<file path="src/rtl/spi_pkg.sv">
// Shared types and constants for the Raspberry Pi SPI pixel link.
package spi_pkg;

    typedef enum logic [2:0] {
        IDLE    = 3'd0,
        CMD     = 3'd1,
        IMG_CNT = 3'd2,
        PIX     = 3'd3,
        DROP    = 3'd4
    } stateT;

    localparam logic [7:0] CMD_IMG_TOT  = 8'h01;
    localparam logic [7:0] CMD_PIXELS   = 8'h02;
    localparam logic [7:0] IMG_MAX      = 8'd31;
    localparam logic       STATUS_READY = 1'b1;
    localparam int         PIX_W        = 24;

    // Status byte returned to the Pi: ready flag in the MSB, image count below it.
    function automatic logic [7:0] statusByte(input logic [7:0] imgTot);
        return {(imgTot != 8'd0) ? STATUS_READY : 1'b0, imgTot[6:0]};
    endfunction

endpackage

</file>
<file path="src/rtl/spi_pixel_rx_if.sv">
// Pin and pixel-write bundle between the SPI pins, the receiver and the memory unit.
interface spi_pixel_rx_if;
    import spi_pkg::*;

    logic             iSPI_SCLK;
    logic             iSPI_CS_N;
    logic             iSPI_MOSI;
    logic             oSPI_MISO;
    logic [PIX_W-1:0] oPix_Data;
    logic             oTrigger;
    logic [7:0]       oImg_Tot;
    logic [31:0]      oPix_Cnt;
    logic             oErr;
    stateT            oState;

    // oTrigger is a one-cycle valid with no ready: oPix_Data is stable while it is high
    // and held until the next trigger, so the consumer must take every pulse it sees.
    modport slave (
        input  iSPI_SCLK, iSPI_CS_N, iSPI_MOSI,
        output oSPI_MISO, oPix_Data, oTrigger, oImg_Tot, oPix_Cnt, oErr, oState
    );

    modport master (
        output iSPI_SCLK, iSPI_CS_N, iSPI_MOSI,
        input  oSPI_MISO, oPix_Data, oTrigger, oImg_Tot, oPix_Cnt, oErr, oState
    );

endinterface

</file>
<file path="src/rtl/spi_slave_phy.sv">
// Mode-0 SPI slave byte engine: synchronisers, edge detect, RX/TX shifters, byteValid.
module spi_slave_phy (
    input  logic       clk,
    input  logic       rstN,
    input  logic       sclk,
    input  logic       csN,
    input  logic       mosi,
    input  logic [7:0] txByte,
    output logic       byteValid,
    output logic [7:0] rxByte,
    output logic       csFall,
    output logic       csRise,
    output logic       midByte,
    output logic       miso
);

    logic [1:0] sclkSync;
    logic [1:0] csSync;
    logic [1:0] mosiSync;
    logic       sclkPrev;
    logic       csPrev;
    logic [2:0] bitCnt;
    logic [7:0] rxShift;
    logic [7:0] txShift;
    logic       sclkRise;
    logic       sclkFall;

    assign sclkRise = sclkSync[1] & ~sclkPrev;
    assign sclkFall = ~sclkSync[1] & sclkPrev;
    assign csFall   = ~csSync[1] & csPrev;
    assign csRise   = csSync[1] & ~csPrev;
    assign midByte  = (bitCnt != 3'd0);
    assign miso     = txShift[7];

    // CS_N synchronisers reset high so leaving reset never looks like a select edge.
    always_ff @(posedge clk or negedge rstN) begin
        if (!rstN) begin
            sclkSync  <= 2'b00;
            csSync    <= 2'b11;
            mosiSync  <= 2'b00;
            sclkPrev  <= 1'b0;
            csPrev    <= 1'b1;
            bitCnt    <= 3'd0;
            rxShift   <= 8'd0;
            rxByte    <= 8'd0;
            byteValid <= 1'b0;
            txShift   <= 8'd0;
        end else begin
            sclkSync  <= {sclkSync[0], sclk};
            csSync    <= {csSync[0], csN};
            mosiSync  <= {mosiSync[0], mosi};
            sclkPrev  <= sclkSync[1];
            csPrev    <= csSync[1];
            byteValid <= 1'b0;

            if (csSync[1]) begin
                bitCnt  <= 3'd0;
                rxShift <= 8'd0;
            end else if (sclkRise) begin
                rxShift <= {rxShift[6:0], mosiSync[1]};
                bitCnt  <= bitCnt + 3'd1;
                if (bitCnt == 3'd7) begin
                    byteValid <= 1'b1;
                    rxByte    <= {rxShift[6:0], mosiSync[1]};
                end
            end

            if (csFall) begin
                txShift <= txByte;
            end else if (csSync[1]) begin
                txShift <= 8'd0;
            end else if (sclkFall) begin
                txShift <= {txShift[6:0], 1'b0};
            end
        end
    end

endmodule

</file>
<file path="src/rtl/spi_pixel_rx.sv">
// Command decoder and RGB pixel assembler behind the SPI slave byte engine.
module spi_pixel_rx
    import spi_pkg::*;
(
    input  logic iCLK_50,
    input  logic iRST_N,
    spi_pixel_rx_if.slave spiBus
);

    logic             byteValid;
    logic [7:0]       rxByte;
    logic             csFall;
    logic             csRise;
    logic             midByte;
    logic             miso;

    stateT            state;
    stateT            stateNext;
    logic [1:0]       byteIdx;
    logic [1:0]       idxNext;
    logic [7:0]       rByte;
    logic [7:0]       gByte;
    logic [PIX_W-1:0] pixData;
    logic             trigger;
    logic [7:0]       imgTot;
    logic [31:0]      pixCnt;
    logic             err;

    logic             errNext;
    logic             pixDone;
    logic             imgLatch;
    logic             rLoad;
    logic             gLoad;

    spi_slave_phy uPhy (
        .clk       (iCLK_50),
        .rstN      (iRST_N),
        .sclk      (spiBus.iSPI_SCLK),
        .csN       (spiBus.iSPI_CS_N),
        .mosi      (spiBus.iSPI_MOSI),
        .txByte    (statusByte(imgTot)),
        .byteValid (byteValid),
        .rxByte    (rxByte),
        .csFall    (csFall),
        .csRise    (csRise),
        .midByte   (midByte),
        .miso      (miso)
    );

    always_comb begin
        stateNext = state;
        idxNext   = byteIdx;
        errNext   = 1'b0;
        pixDone   = 1'b0;
        imgLatch  = 1'b0;
        rLoad     = 1'b0;
        gLoad     = 1'b0;

        case (state)
            IDLE: if (csFall) stateNext = CMD;
            CMD: begin
                if (byteValid) begin
                    if (rxByte == CMD_IMG_TOT) begin
                        stateNext = IMG_CNT;
                    end else if (rxByte == CMD_PIXELS) begin
                        stateNext = PIX;
                        idxNext   = 2'd0;
                    end else begin
                        stateNext = DROP;
                        errNext   = 1'b1;
                    end
                end
            end
            IMG_CNT: begin
                if (byteValid) begin
                    stateNext = DROP;
                    if (rxByte != 8'd0 && rxByte <= IMG_MAX) imgLatch = 1'b1;
                    else                                     errNext  = 1'b1;
                end
            end
            PIX: begin
                if (byteValid) begin
                    case (byteIdx)
                        2'd0:    begin rLoad = 1'b1; idxNext = 2'd1; end
                        2'd1:    begin gLoad = 1'b1; idxNext = 2'd2; end
                        default: begin pixDone = 1'b1; idxNext = 2'd0; end
                    endcase
                end
            end
            DROP:    stateNext = DROP;
            default: stateNext = IDLE;
        endcase

        // A byte landing in the same cycle as deselect is consumed above before this
        // check, so only a genuinely truncated byte or pixel raises the error.
        if (csRise) begin
            stateNext = IDLE;
            if (midByte || (state == PIX && idxNext != 2'd0)) errNext = 1'b1;
            idxNext = 2'd0;
        end
    end

    always_ff @(posedge iCLK_50 or negedge iRST_N) begin
        if (!iRST_N) begin
            state   <= IDLE;
            byteIdx <= 2'd0;
            rByte   <= 8'd0;
            gByte   <= 8'd0;
            pixData <= '0;
            trigger <= 1'b0;
            imgTot  <= 8'd0;
            pixCnt  <= 32'd0;
            err     <= 1'b0;
        end else begin
            state   <= stateNext;
            byteIdx <= idxNext;
            err     <= errNext;
            trigger <= pixDone;
            if (rLoad)    rByte  <= rxByte;
            if (gLoad)    gByte  <= rxByte;
            if (imgLatch) imgTot <= rxByte;
            if (pixDone) begin
                pixData <= {rByte, gByte, rxByte};
                pixCnt  <= pixCnt + 32'd1;
            end
        end
    end

    assign spiBus.oSPI_MISO = miso;
    assign spiBus.oPix_Data = pixData;
    assign spiBus.oTrigger  = trigger;
    assign spiBus.oImg_Tot  = imgTot;
    assign spiBus.oPix_Cnt  = pixCnt;
    assign spiBus.oErr      = err;
    assign spiBus.oState    = state;

endmodule

</file>
<file path="src/flat_wrapper.sv">
// flat-port wrapper written by rule: the top's interface ports become plain ports
module spi_pixel_rx_flat import spi_pkg::*;
  (iCLK_50, iRST_N, spiBus_iSPI_SCLK, spiBus_iSPI_CS_N, spiBus_iSPI_MOSI, spiBus_oSPI_MISO, spiBus_oPix_Data, spiBus_oTrigger, spiBus_oImg_Tot, spiBus_oPix_Cnt, spiBus_oErr, spiBus_oState);
  spi_pixel_rx_if spiBus_i ();
  input  logic iCLK_50;
  input  logic iRST_N;
  input wire logic [$bits(spiBus_i.iSPI_SCLK)-1:0] spiBus_iSPI_SCLK;
  input wire logic [$bits(spiBus_i.iSPI_CS_N)-1:0] spiBus_iSPI_CS_N;
  input wire logic [$bits(spiBus_i.iSPI_MOSI)-1:0] spiBus_iSPI_MOSI;
  output wire logic [$bits(spiBus_i.oSPI_MISO)-1:0] spiBus_oSPI_MISO;
  output wire logic [$bits(spiBus_i.oPix_Data)-1:0] spiBus_oPix_Data;
  output wire logic [$bits(spiBus_i.oTrigger)-1:0] spiBus_oTrigger;
  output wire logic [$bits(spiBus_i.oImg_Tot)-1:0] spiBus_oImg_Tot;
  output wire logic [$bits(spiBus_i.oPix_Cnt)-1:0] spiBus_oPix_Cnt;
  output wire logic [$bits(spiBus_i.oErr)-1:0] spiBus_oErr;
  output wire logic [$bits(spiBus_i.oState)-1:0] spiBus_oState;
  assign spiBus_i.iSPI_SCLK = spiBus_iSPI_SCLK;
  assign spiBus_i.iSPI_CS_N = spiBus_iSPI_CS_N;
  assign spiBus_i.iSPI_MOSI = spiBus_iSPI_MOSI;
  assign spiBus_oSPI_MISO = spiBus_i.oSPI_MISO;
  assign spiBus_oPix_Data = spiBus_i.oPix_Data;
  assign spiBus_oTrigger = spiBus_i.oTrigger;
  assign spiBus_oImg_Tot = spiBus_i.oImg_Tot;
  assign spiBus_oPix_Cnt = spiBus_i.oPix_Cnt;
  assign spiBus_oErr = spiBus_i.oErr;
  assign spiBus_oState = spiBus_i.oState;
  spi_pixel_rx u_core (.iCLK_50(iCLK_50), .iRST_N(iRST_N), .spiBus(spiBus_i));
endmodule
</file>
<file path="config.mk">
export PLATFORM = sky130hd
export DESIGN_NAME = spi_pixel_rx_flat
export DESIGN_NICKNAME = d
export VERILOG_FILES = /design/src/rtl/spi_pkg.sv /design/src/rtl/spi_pixel_rx_if.sv /design/src/rtl/spi_slave_phy.sv /design/src/rtl/spi_pixel_rx.sv /design/src/flat_wrapper.sv
export SDC_FILE = /design/constraint.sdc
export NUM_CORES = 1
export LEC_CHECK = 0
export BUFFER_PORTS_ARGS = -buffer_cell sky130_fd_sc_hd__buf_4
export CORE_MARGIN = 1
export CORE_UTILIZATION = 40
export DETAILED_ROUTE_END_ITERATION = 8
export MAX_ROUTING_LAYER = met4
export PLACE_DENSITY = 0.62
export SYNTH_ARGS = -nofsm -noshare
export SYNTH_HDL_FRONTEND = slang
export SYNTH_SLANG_ARGS = --single-unit
</file>
<file path="constraint.sdc">
create_clock -name iCLK_50 -period 5.3 [get_ports iCLK_50]
set_input_delay 0.265 -clock iCLK_50 [delete_from_list [all_inputs] [get_ports iCLK_50]]
set_output_delay 0.265 -clock iCLK_50 [all_outputs]
set_load 0.1 [all_outputs]
</file>
==> flow_metrics.py, run 1 <==
metrics = {
    "outcome": {
        "status": "complete, no violations",
    },
    "cts": {
        "clock_path_buffers": 2,
        "cts_num_sinks": 122,
        "cts_tree": "built",
        "numCtsBuffers": 17,
        "clock_latency_ns": 0.41,
        "post_cts_buffers": 0,
        "clk_pin_slew_ns": 0.05,
        "htree_levels": 4,
        "root_buffer": "clkbuf_16",
    },
    "routing": {
        "drt_wl_total_um": 10560,
        "drc": 0,
        "vias": 3416,
        "postRouteAntennaNets": 0,
        "firstDrtPassIters": 4,
        "wl_per_cell_um": 15.21,
        "drtIter0Drc": 196,
        "vias_per_cell": 4.922,
    },
    "synth": {
        "synth_edf_count": 0,
        "synth_common_cells": "dfrtp_1, nand2_1, mux2_2",
        "synthDistinctLibCells": 42,
        "syn_avg_cell_area_sq_um": 11.66,
        "seq_area_frac_synth_pct": 61.41,
        "netlist_top_cells_area": "dfrtp_1, mux2_2, nand2_1, xnor2_1, xor2_1",
        "synth_flop_cell": "dfrtp_1",
        "synthMostInstantiatedCell": "dfrtp_1",
        "synth_top_area_cell": "dfrtp_1",
        "synth_cells": 427,
        "async_flop_share_pct": 100.0,
        "yosys_warnings": 0,
        "syn_nets": 436,
        "syn_area_sq_um": 4977,
        "ys_ff_latch": 122,
        "synthDominantCellAreaShare_pct": 59.83,
    },
    "floorplanning": {
        "core_sq_um": 12060,
        "initial_core_util_pct": 41.27,
        "io_pins": 75,
        "fp.dieH_um": 113.6,
        "dieArea_sq_um": 12890,
        "die_width_um": 113.6,
        "rows": 40,
    },
    "sta": {
        "period_share_pct": 39.89,
        "max-slew-margin-rel_pct": 43.19,
        "fin_skew_ns": 0.006111,
        "finalHoldViolations": 0,
        "maxSlewViolCount": 0,
        "tightest_slew_ns": 0.8521,
        "postLayoutSetupSlackWorst_ns": 3.186,
        "min_period_ns": 2.114,
        "grt_setup_unrepaired": "false",
        "fmax_mhz": 473.0,
        "tns_ns": 0,
        "setup_viol": 0,
    },
    "global_route": {
        "grt_pass1_wl_um": 17550,
        "grt_pass1_vias": 3354,
        "grt-ovfl-total": 0,
        "grt_max_degree": 67,
        "grtUsageTotal_pct": 18.28,
        "antenna_found_initial": 0,
    },
    "finish": {
        "diodes": 0,
        "multiInputGateArea_sq_um": 1827,
        "drive_above_1_share_pct": 29.09,
        "syn_to_final_growth_pct": 28.08,
        "seqCellArea_sq_um": 3057,
        "nFillCells": 1062,
        "final_nets": 522,
    },
    "worst_setup_path": {
        "path_class": "register to register",
        "critPathRequiredTime_ns": 5.63,
        "start_kind": "register",
        "rrSetupSlack_ns": 3.19,
        "cpMaxStageDelayCell": "clkinv_1",
        "slowest_delay_ns": 0.55,
        "critical_path_arrival_ns": 2.45,
        "worstPathCellList": "and3b_1 -> nand3_1 -> buf_4 -> clkinv_1 -> nand2_1 -> xnor2_1",
        "end_kind": "register",
        "cp_max_fo": 27,
    },
    "power": {
        "power_leakage_nw": 3.197,
        "powerDensity_nw_per_um2": 346.4,
        "ir_drop_v": 0.0002649,
    },
    "flow_run": {
        "max_cap_violations": 0,
    },
    "place": {
        "dp_slack_ns": 3.223,
        "portBuffers": 74,
        "gp_congestion": 0.8438,
        "dp_hpwl_um": 6918,
    },
    "hold_path": {
        "hp-class": "register to register",
    },
}
state kept, by name (all words and copies together), names as in the netlist, 7 cells and up:
register	flops
u_core.spiBus.oPix_Cnt	32
u_core.uPhy.rxShift	7
u_core.rByte	8
u_core.gByte	8
u_core.uPhy.txShift	8
u_core.uPhy.rxByte	8
u_core.spiBus.oPix_Data	24
u_core.spiBus.oImg_Tot	8
kinds of logic (layout without fill, tap and decap cells):
group                    count (synthesis)  in the layout  share of synthesized area, %
AND/OR/NAND/NOR                        169            169                         15.99
XOR/XNOR                                33             33                         5.807
AO/OA/AOI/OAI                           33             33                         4.324
adder cells (fa/ha/maj)                  4              4                         1.006
multiplexers                            43             43                         9.578
buffers and inverters                   23            122                         1.885
flip-flops                             122            122                         61.41
final cells by class:
type                       count  area share, %
clock buffer                  22          7.596
tap                          168          3.297
clock inverter                10          2.159
timing repair buffer          83          9.931
inverter                       7         0.4122
multi-input combinational    282          28.66
sequential                   122          47.95
placed cells by master, fill, tap and decap left out, types with 3 or more instances in the layout:
cell | synthesis | layout
mux2_2 | 37 | 37
nand4_1 | 9 | 9
clkbuf_8 | 0 | 4
nor4_1 | 4 | 4
nor2b_1 | 3 | 3
mux2i_1 | 6 | 6
dfstp_2 | 3 | 3
nor2_1 | 15 | 15
a21oi_1 | 14 | 14
buf_4 | 1 | 79
bufinv_16 | 0 | 3
and2_1 | 3 | 3
xor2_1 | 10 | 10
xnor2_1 | 23 | 23
ha_1 | 4 | 4
inv_1 | 6 | 6
dlygate4sd3_1 | 0 | 4
nor3_1 | 5 | 5
clkbuf_16 | 0 | 17
and3_1 | 6 | 6
clkinv_2 | 0 | 3
nand2b_1 | 5 | 5
nor3b_1 | 3 | 3
o31ai_1 | 7 | 7
nand2_1 | 89 | 89
nand3_1 | 17 | 17
dfrtp_1 | 119 | 119
power by group:
part | internal [W] | leakage (nW) | switching [W] | total, W
Combinational | 0.0000145 | 1.21 | 0.0000482 | 0.0000627
Clock | 0.000789 | 0.303 | 0.000406 | 0.00120
Sequential | 0.000940 | 1.68 | 0.0000100 | 0.000950
Total | 0.00174 | 3.20 | 0.000464 | 0.00221
what timing repair did:
action	4_1_cts	5_1_grt
setup endpoints to repair	0	0
endpoints found under the hold margin	56	0
gates resized for setup	0	0
hold buffers	4	0
path summary, 6_finish.rpt:
check                                                  startpoint                                       to  depth (start not counted)
worst min-delay path            u_core.uPhy.sclkSync[0]$_DFF_PN0_        u_core.uPhy.sclkSync[1]$_DFF_PN0_                          0
worst max register to register    u_core.uPhy.byteValid$_DFF_PN0_    u_core.spiBus.oPix_Cnt[2]$_DFFE_PN0P_                          6
min in group asynchronous                                  iRST_N   u_core.spiBus.oPix_Cnt[21]$_DFFE_PN0P_                          2
worst min register to register  u_core.uPhy.sclkSync[0]$_DFF_PN0_        u_core.uPhy.sclkSync[1]$_DFF_PN0_                          0
worst max-delay path              u_core.uPhy.byteValid$_DFF_PN0_    u_core.spiBus.oPix_Cnt[2]$_DFFE_PN0P_                          6
max in group asynchronous                                  iRST_N  u_core.spiBus.oPix_Data[15]$_DFFE_PN0P_                          3
routing by layer:
metal	global-route usage (%)	part of all wire [%]	up-vias
li1	-	-	1645
met1	24.06	48	1674
met2	27.03	47	84
met3	5.313	3.9	13
met4	6.316	1.2	0
met5	-	0	-
through the flow:
step | std cells | instance area (sq um) | hold WS, ns | utilization (%) | power, W
CTS | 694 | 6375 | 0.3473 | 52.85 | 0.002233
finish | 694 | 6375 | 0.3460 | 52.85 | 0.002208
floorplan | 427 | 4977 | -0.03059 | - | 0.0009946
global placement | 658 | 5713 | 0.3362 | 47.37 | 0.001026
global route | 694 | 6375 | 0.3508 | 52.85 | 0.002282
detailed placement | 658 | 5713 | 0.3347 | 47.37 | 0.001028
worst max-delay path: cells and delay by family, from the launching register on:
| family | cells | cell delay [ns] |
|---|---|---|
| flip-flops | 1 | 0.46 |
| buffers and inverters | 2 | 0.85 |
| AND/OR/NAND/NOR | 3 | 0.58 |
| XOR/XNOR | 1 | 0.13 |
Note: power is estimated with default switching activity, not from simulation.
==> run 2: changes to the inputs <==
==> constraint.sdc (replaced) <==
create_clock -name iCLK_50 -period 2.2 [get_ports iCLK_50]
set_input_delay 0.11 -clock iCLK_50 [delete_from_list [all_inputs] [get_ports iCLK_50]]
set_output_delay 0.11 -clock iCLK_50 [all_outputs]
set_load 0.1 [all_outputs]
==> flow_metrics.py, run 2 (synthesis results as in run 1) <==
metrics = {
    "routing": {
        "vias": 3467,
        "postRouteAntennaNets": 0,
        "drc": 0,
        "drtIter0Drc": 181,
        "drt_wl_total_um": 10660,
        "wl_per_cell_um": 15.24,
        "firstDrtPassIters": 4,
        "vias_per_cell": 4.960,
    },
    "cts": {
        "cts_tree": "built",
        "clk_pin_slew_ns": 0.05,
        "clock_latency_ns": 0.41,
        "post_cts_buffers": 0,
        "root_buffer": "clkbuf_16",
        "cts_resized": 0,
        "clock_path_buffers": 2,
        "cts_num_sinks": 122,
        "numCtsBuffers": 17,
        "htree_levels": 4,
    },
    "finish": {
        "drive_above_1_share_pct": 33.15,
        "nFillCells": 1071,
        "final_nets": 528,
        "syn_to_final_growth_pct": 29.89,
        "diodes": 0,
        "layout_commonest_cell": "dfrtp_1",
        "largest_register_ffs": 32,
        "layoutNonFillerInstCount": 699,
        "final_cell_mix": "dfrtp_1, nand2_1, buf_4, mux2_2, xnor2_1",
        "final_util_pct": 53.60,
    },
    "worst_setup_path": {
        "critical_path_arrival_ns": 2.25,
        "cpMaxStageDelayCell": "dfrtp_1",
        "slowest_delay_ns": 0.44,
        "rrSetupSlack_ns": 0.24,
        "worstPathBufferInverterCount": 0,
        "critPathRequiredTime_ns": 2.49,
        "worstPathCellList": "or3_1 -> o311a_1 -> nand3_1 -> mux2_2",
        "r2r-start": "u_core.uPhy.rxByte[4]$_DFFE_PN0P_",
        "start_kind": "register",
        "ff2ff_path_depth": 4,
        "end_kind": "register",
        "rr_endpoint": "u_core.spiBus.oImg_Tot[1]$_DFFE_PN0P_",
        "path_class": "register to register",
        "critical_path.top_delay_family": "simple AND/OR/NAND/NOR gates",
        "cp_max_fo": 8,
    },
    "sta": {
        "min_period_ns": 1.960,
        "grt_setup_unrepaired": "false",
        "fin_skew_ns": 0.005390,
        "max-slew-margin-rel_pct": 60.53,
        "tns_ns": 0,
        "setup_viol": 0,
        "postLayoutSetupSlackWorst_ns": 0.2399,
        "tightest_slew_ns": 0.5899,
        "period_share_pct": 89.09,
        "finalHoldViolations": 0,
        "maxSlewViolCount": 0,
        "fmax_mhz": 510.2,
    },
    "global_route": {
        "grt_pass1_vias": 3405,
        "grtUsageTotal_pct": 18.52,
        "grt_max_degree": 59,
        "grt-ovfl-total": 0,
        "grt_pass1_wl_um": 17550,
        "antenna_found_initial": 0,
    },
    "flow_run": {
        "max_cap_violations": 0,
    },
    "floorplanning": {
        "io_pins": 75,
        "rows": 40,
        "fp.dieH_um": 113.6,
        "core_sq_um": 12060,
        "die_width_um": 113.6,
        "dieArea_sq_um": 12890,
        "initial_core_util_pct": 41.27,
    },
    "hold_path": {
        "hp-class": "primary input to asynchronous set/reset pin",
    },
    "place": {
        "gp_congestion": 0.8473,
        "place_inst": 664,
        "dp_hpwl_um": 7196,
        "portBuffers": 74,
        "dp_slack_ns": 0.2544,
    },
    "power": {
        "powerDensity_nw_per_um2": 832.2,
        "ir_drop_v": 0.0004621,
        "power.total_w": 0.005380,
        "power_leakage_nw": 3.209,
    },
    "outcome": {
        "status": "complete, no violations",
    },
}
run 2: changes by cell type in the layout (fill, tap and decap cells not counted):
cell / before / now
clkinv_2: 3 / 4
buf_12: 0 / 1
dfrtp_2: 0 / 18
inv_6: 2 / 0
clkinvlp_4: 2 / 0
buf_4: 79 / 84
clkbuf_1: 1 / 2
dfrtp_4: 0 / 1
bufinv_16: 3 / 4
dfrtp_1: 119 / 100
run 2: worst max path at each step:
stage	endpoint	from	slack [ns]	cells past startpoint
after floorplan	u_core.spiBus.oPix_Cnt[23]$_DFFE_PN0P_	u_core.spiBus.oPix_Cnt[3]$_DFFE_PN0P_	-0.003	4
after global placement	u_core.spiBus.oImg_Tot[3]$_DFFE_PN0P_	u_core.uPhy.rxByte[4]$_DFFE_PN0P_	0.32	4
after detailed placement	u_core.spiBus.oImg_Tot[1]$_DFFE_PN0P_	u_core.uPhy.rxByte[4]$_DFFE_PN0P_	0.25	4
after CTS	u_core.spiBus.oImg_Tot[1]$_DFFE_PN0P_	u_core.uPhy.rxByte[4]$_DFFE_PN0P_	0.25	4
after global routing	u_core.spiBus.oErr$_DFF_PN0_	u_core.uPhy.rxByte[2]$_DFFE_PN0P_	0.06	5
final	u_core.spiBus.oImg_Tot[1]$_DFFE_PN0P_	u_core.uPhy.rxByte[4]$_DFFE_PN0P_	0.24	4
run 2: area by class of cell:
cell class / count / area [sq um] / area share, %
clock buffers: 23 / 488.0 / 7.548
clock inverters: 8 / 140.1 / 2.168
inverters: 7 / 26.28 / 0.4064
multi-input cells: 282 / 1827 / 28.26
flip-flops and latches: 122 / 3083 / 47.69
well taps: 168 / 210.2 / 3.251
repair buffers: 89 / 690.7 / 10.68
run 2: per-stage QoR:
stage	instance area, sq um	hold WS (ns)
after global routing	6465	0.2723
after CTS	6465	0.2371
final	6465	0.2282
after floorplan	5004	-0.1856
after detailed placement	5797	0.1401
after global placement	5797	0.1378
run 2: report_power, final:
part / switching, W / leakage [nW] / internal [W]
Clock: 0.000938 / 0.313 / 0.00200
Sequential: 0.0000199 / 1.65 / 0.00227
Combinational: 0.000117 / 1.25 / 0.0000398
run 2: routing by layer:
layer  GRT usage (%)  vias up  wire length, um
met1           23.59     1713             4942
met4           8.596        0              211
met2           28.05       94             5044
met3           4.410       20              456
met5               -        -                0
li1                -     1640                -
run 2: timing repair:
item | in CTS | in global routing
hold buffers | 4 | 0
endpoints found under the hold margin | 43 | 0
setup endpoints to repair | 0 | 0
==> run 3: changes to the inputs <==
--- a/config.mk
+++ b/config.mk
@@ -10,7 +10,7 @@
 export CORE_UTILIZATION = 40
 export DETAILED_ROUTE_END_ITERATION = 8
 export MAX_ROUTING_LAYER = met4
-export PLACE_DENSITY = 0.62
+export PLACE_DENSITY = 0.65
 export SYNTH_ARGS = -nofsm -noshare
 export SYNTH_HDL_FRONTEND = slang
 export SYNTH_SLANG_ARGS = --single-unit
==> constraint.sdc (replaced) <==
create_clock -name iCLK_50 -period 1.7 [get_ports iCLK_50]
set_input_delay 0.085 -clock iCLK_50 [delete_from_list [all_inputs] [get_ports iCLK_50]]
set_output_delay 0.085 -clock iCLK_50 [all_outputs]
set_load 0.1 [all_outputs]
==> flow_metrics.py, run 3 (synthesis results as in run 1) <==
metrics = {
    "outcome": {
        "status": "finished with violations",
        "violations": "negative setup slack",
    },
    "sta": {
        "tightest_slew_ns": 0.4652,
        "min_period_ns": 1.777,
        "period_share_pct": 104.5,
        "postLayoutSetupSlackWorst_ns": -0.07732,
        "fmax_mhz": 562.6,
        "finalHoldViolations": 0,
        "tns_ns": -0.3654,
        "max-slew-margin-rel_pct": 68.99,
        "maxSlewViolCount": 0,
        "fin_skew_ns": 0.008353,
        "hold_slack_ns": 0.1764,
        "setup_viol": 6,
        "grt_setup_unrepaired": "true",
    },
    "power": {
        "ir_drop_v": 0.0004832,
        "powerDensity_nw_per_um2": 961.4,
        "power_leakage_nw": 3.539,
    },
    "routing": {
        "wl_met1_um": 4923,
        "wl_met3_um": 432,
        "met2WireLength_um": 5693,
        "firstDrtPassIters": 4,
        "wl_per_cell_um": 15.03,
        "vias_per_cell": 4.926,
        "vias": 3670,
        "postRouteAntennaNets": 0,
        "drc": 0,
        "drtIter0Drc": 231,
        "drt_wl_total_um": 11200,
        "highest_layer": "met4",
    },
    "global_route": {
        "grtUsageTotal_pct": 18.99,
        "grt-ovfl-total": 0,
        "grt_pass1_wl_um": 18170,
        "grt_max_degree": 37,
        "grt_pass1_vias": 3696,
        "antenna_found_initial": 0,
    },
    "floorplanning": {
        "dieArea_sq_um": 12890,
        "io_pins": 75,
        "core_sq_um": 12060,
        "initial_core_util_pct": 41.27,
        "rows": 40,
        "fp.dieH_um": 113.6,
        "die_width_um": 113.6,
    },
    "finish": {
        "layoutNonFillerInstCount": 745,
        "drive_above_1_share_pct": 45.41,
        "final_cell_mix": "buf_4, dfrtp_1, nand2_1, mux2_2, xnor2_1",
        "seqCellArea_sq_um": 3113,
        "diodes": 0,
        "multiInputGateArea_sq_um": 2111,
        "syn_to_final_growth_pct": 43.97,
        "nFillCells": 969,
        "largest_register_ffs": 32,
        "final_nets": 573,
        "layout_commonest_cell": "buf_4",
        "final_util_pct": 59.41,
    },
    "cts": {
        "clock_path_buffers": 2,
        "root_buffer": "clkbuf_16",
        "numCtsBuffers": 17,
        "cts_num_sinks": 122,
        "htree_levels": 4,
        "clock_latency_ns": 0.41,
        "clk_pin_slew_ns": 0.05,
        "cts_tree": "built",
    },
    "place": {
        "dp_slack_ns": -0.05579,
        "portBuffers": 74,
        "place_inst": 705,
        "gp_congestion": 0.8118,
        "dp_hpwl_um": 7643,
    },
    "worst_setup_path": {
        "critical_path.top_delay_family": "simple AND/OR/NAND/NOR gates",
        "cpMaxStageDelayCell": "dfrtp_1",
        "start_kind": "register",
        "slowest_delay_ns": 0.42,
        "cp_max_fo": 6,
        "worstPathCellList": "or3_4 -> o311a_4 -> nand3_4 -> mux2_2",
        "critical_path_arrival_ns": 2.07,
        "end_kind": "register",
        "path_class": "register to register",
        "critPathRequiredTime_ns": 1.99,
        "worstPathBufferInverterCount": 0,
    },
    "flow_run": {
        "max_cap_violations": 0,
    },
    "hold_path": {
        "hp-class": "primary input to asynchronous set/reset pin",
    },
}
## run 3: changes by cell type in the layout (fill, tap and decap cells not counted), moves of 4 or more
| cell | before | now |
|---|---|---|
| buf_12 | 1 | 5 |
| buf_4 | 84 | 122 |
| dfrtp_1 | 100 | 92 |
| dfrtp_4 | 1 | 9 |
| mux2_2 | 37 | 28 |
| mux2_4 | 0 | 9 |
| nor3_1 | 5 | 1 |
## run 3: final cells by class
cell class                      count  area share [%]
Inverter                            7          0.5413
Timing Repair Buffer              134           15.21
Clock buffer                       23           6.391
Tap cell                          168           2.933
Multi-Input combinational cell    282           29.46
Clock inverter                      9           2.025
Sequential cell                   122           43.44
## run 3: what timing repair did
item,CTS,global route
buffers inserted,1,3
endpoints found under the setup margin,23,36
pin swaps,4,9
hold buffers,4,0
resized for setup,17,31
endpoints found under the hold margin,53,0
## run 3: per-layer routing
| layer | GRT usage, % | up-vias |
|---|---|---|
| met5 | - | - |
| met4 | 7.807 | 0 |
| met3 | 4.570 | 14 |
| met2 | 29.35 | 89 |
| met1 | 24.05 | 1829 |
| li1 | - | 1738 |
## run 3: where the power goes
group	leakage (nW)	total (W)	switching, W	internal, W
clock	0.299	0.00369	0.00121	0.00248
sequential	1.63	0.00295	0.0000145	0.00293
combinational	1.61	0.000253	0.000175	0.0000772
## run 3: stage by stage
stage                     power [W]  cell area, sq um
after floorplan            0.003110              5119
after global placement     0.003236              6247
after detailed placement   0.003243              6247
after CTS                  0.006966              6978
after global routing       0.007112              7166
final                      0.006889              7166
## run 3: path summary, 6_finish.rpt
| check | from | end | slack (ns) | depth (start not counted) |
|---|---|---|---|---|
| max | u_core.uPhy.rxByte[2]$_DFFE_PN0P_ | u_core.spiBus.oImg_Tot[0]$_DFFE_PN0P_ | -0.08 | 4 |
| min | iRST_N | u_core.spiBus.oPix_Cnt[24]$_DFFE_PN0P_ | 0.18 | 2 |
| max reg2reg | u_core.uPhy.rxByte[2]$_DFFE_PN0P_ | u_core.spiBus.oImg_Tot[0]$_DFFE_PN0P_ | -0.08 | 4 |
| min reg2reg | u_core.uPhy.csSync[0]$_DFF_PN1_ | u_core.uPhy.csSync[1]$_DFF_PN1_ | 0.35 | 0 |
| max in group asynchronous | iRST_N | u_core.uPhy.csSync[0]$_DFF_PN1_ | 0.96 | 3 |
| min in group iCLK_50 | spiBus_iSPI_SCLK | u_core.uPhy.sclkSync[0]$_DFF_PN0_ | 0.33 | 2 |
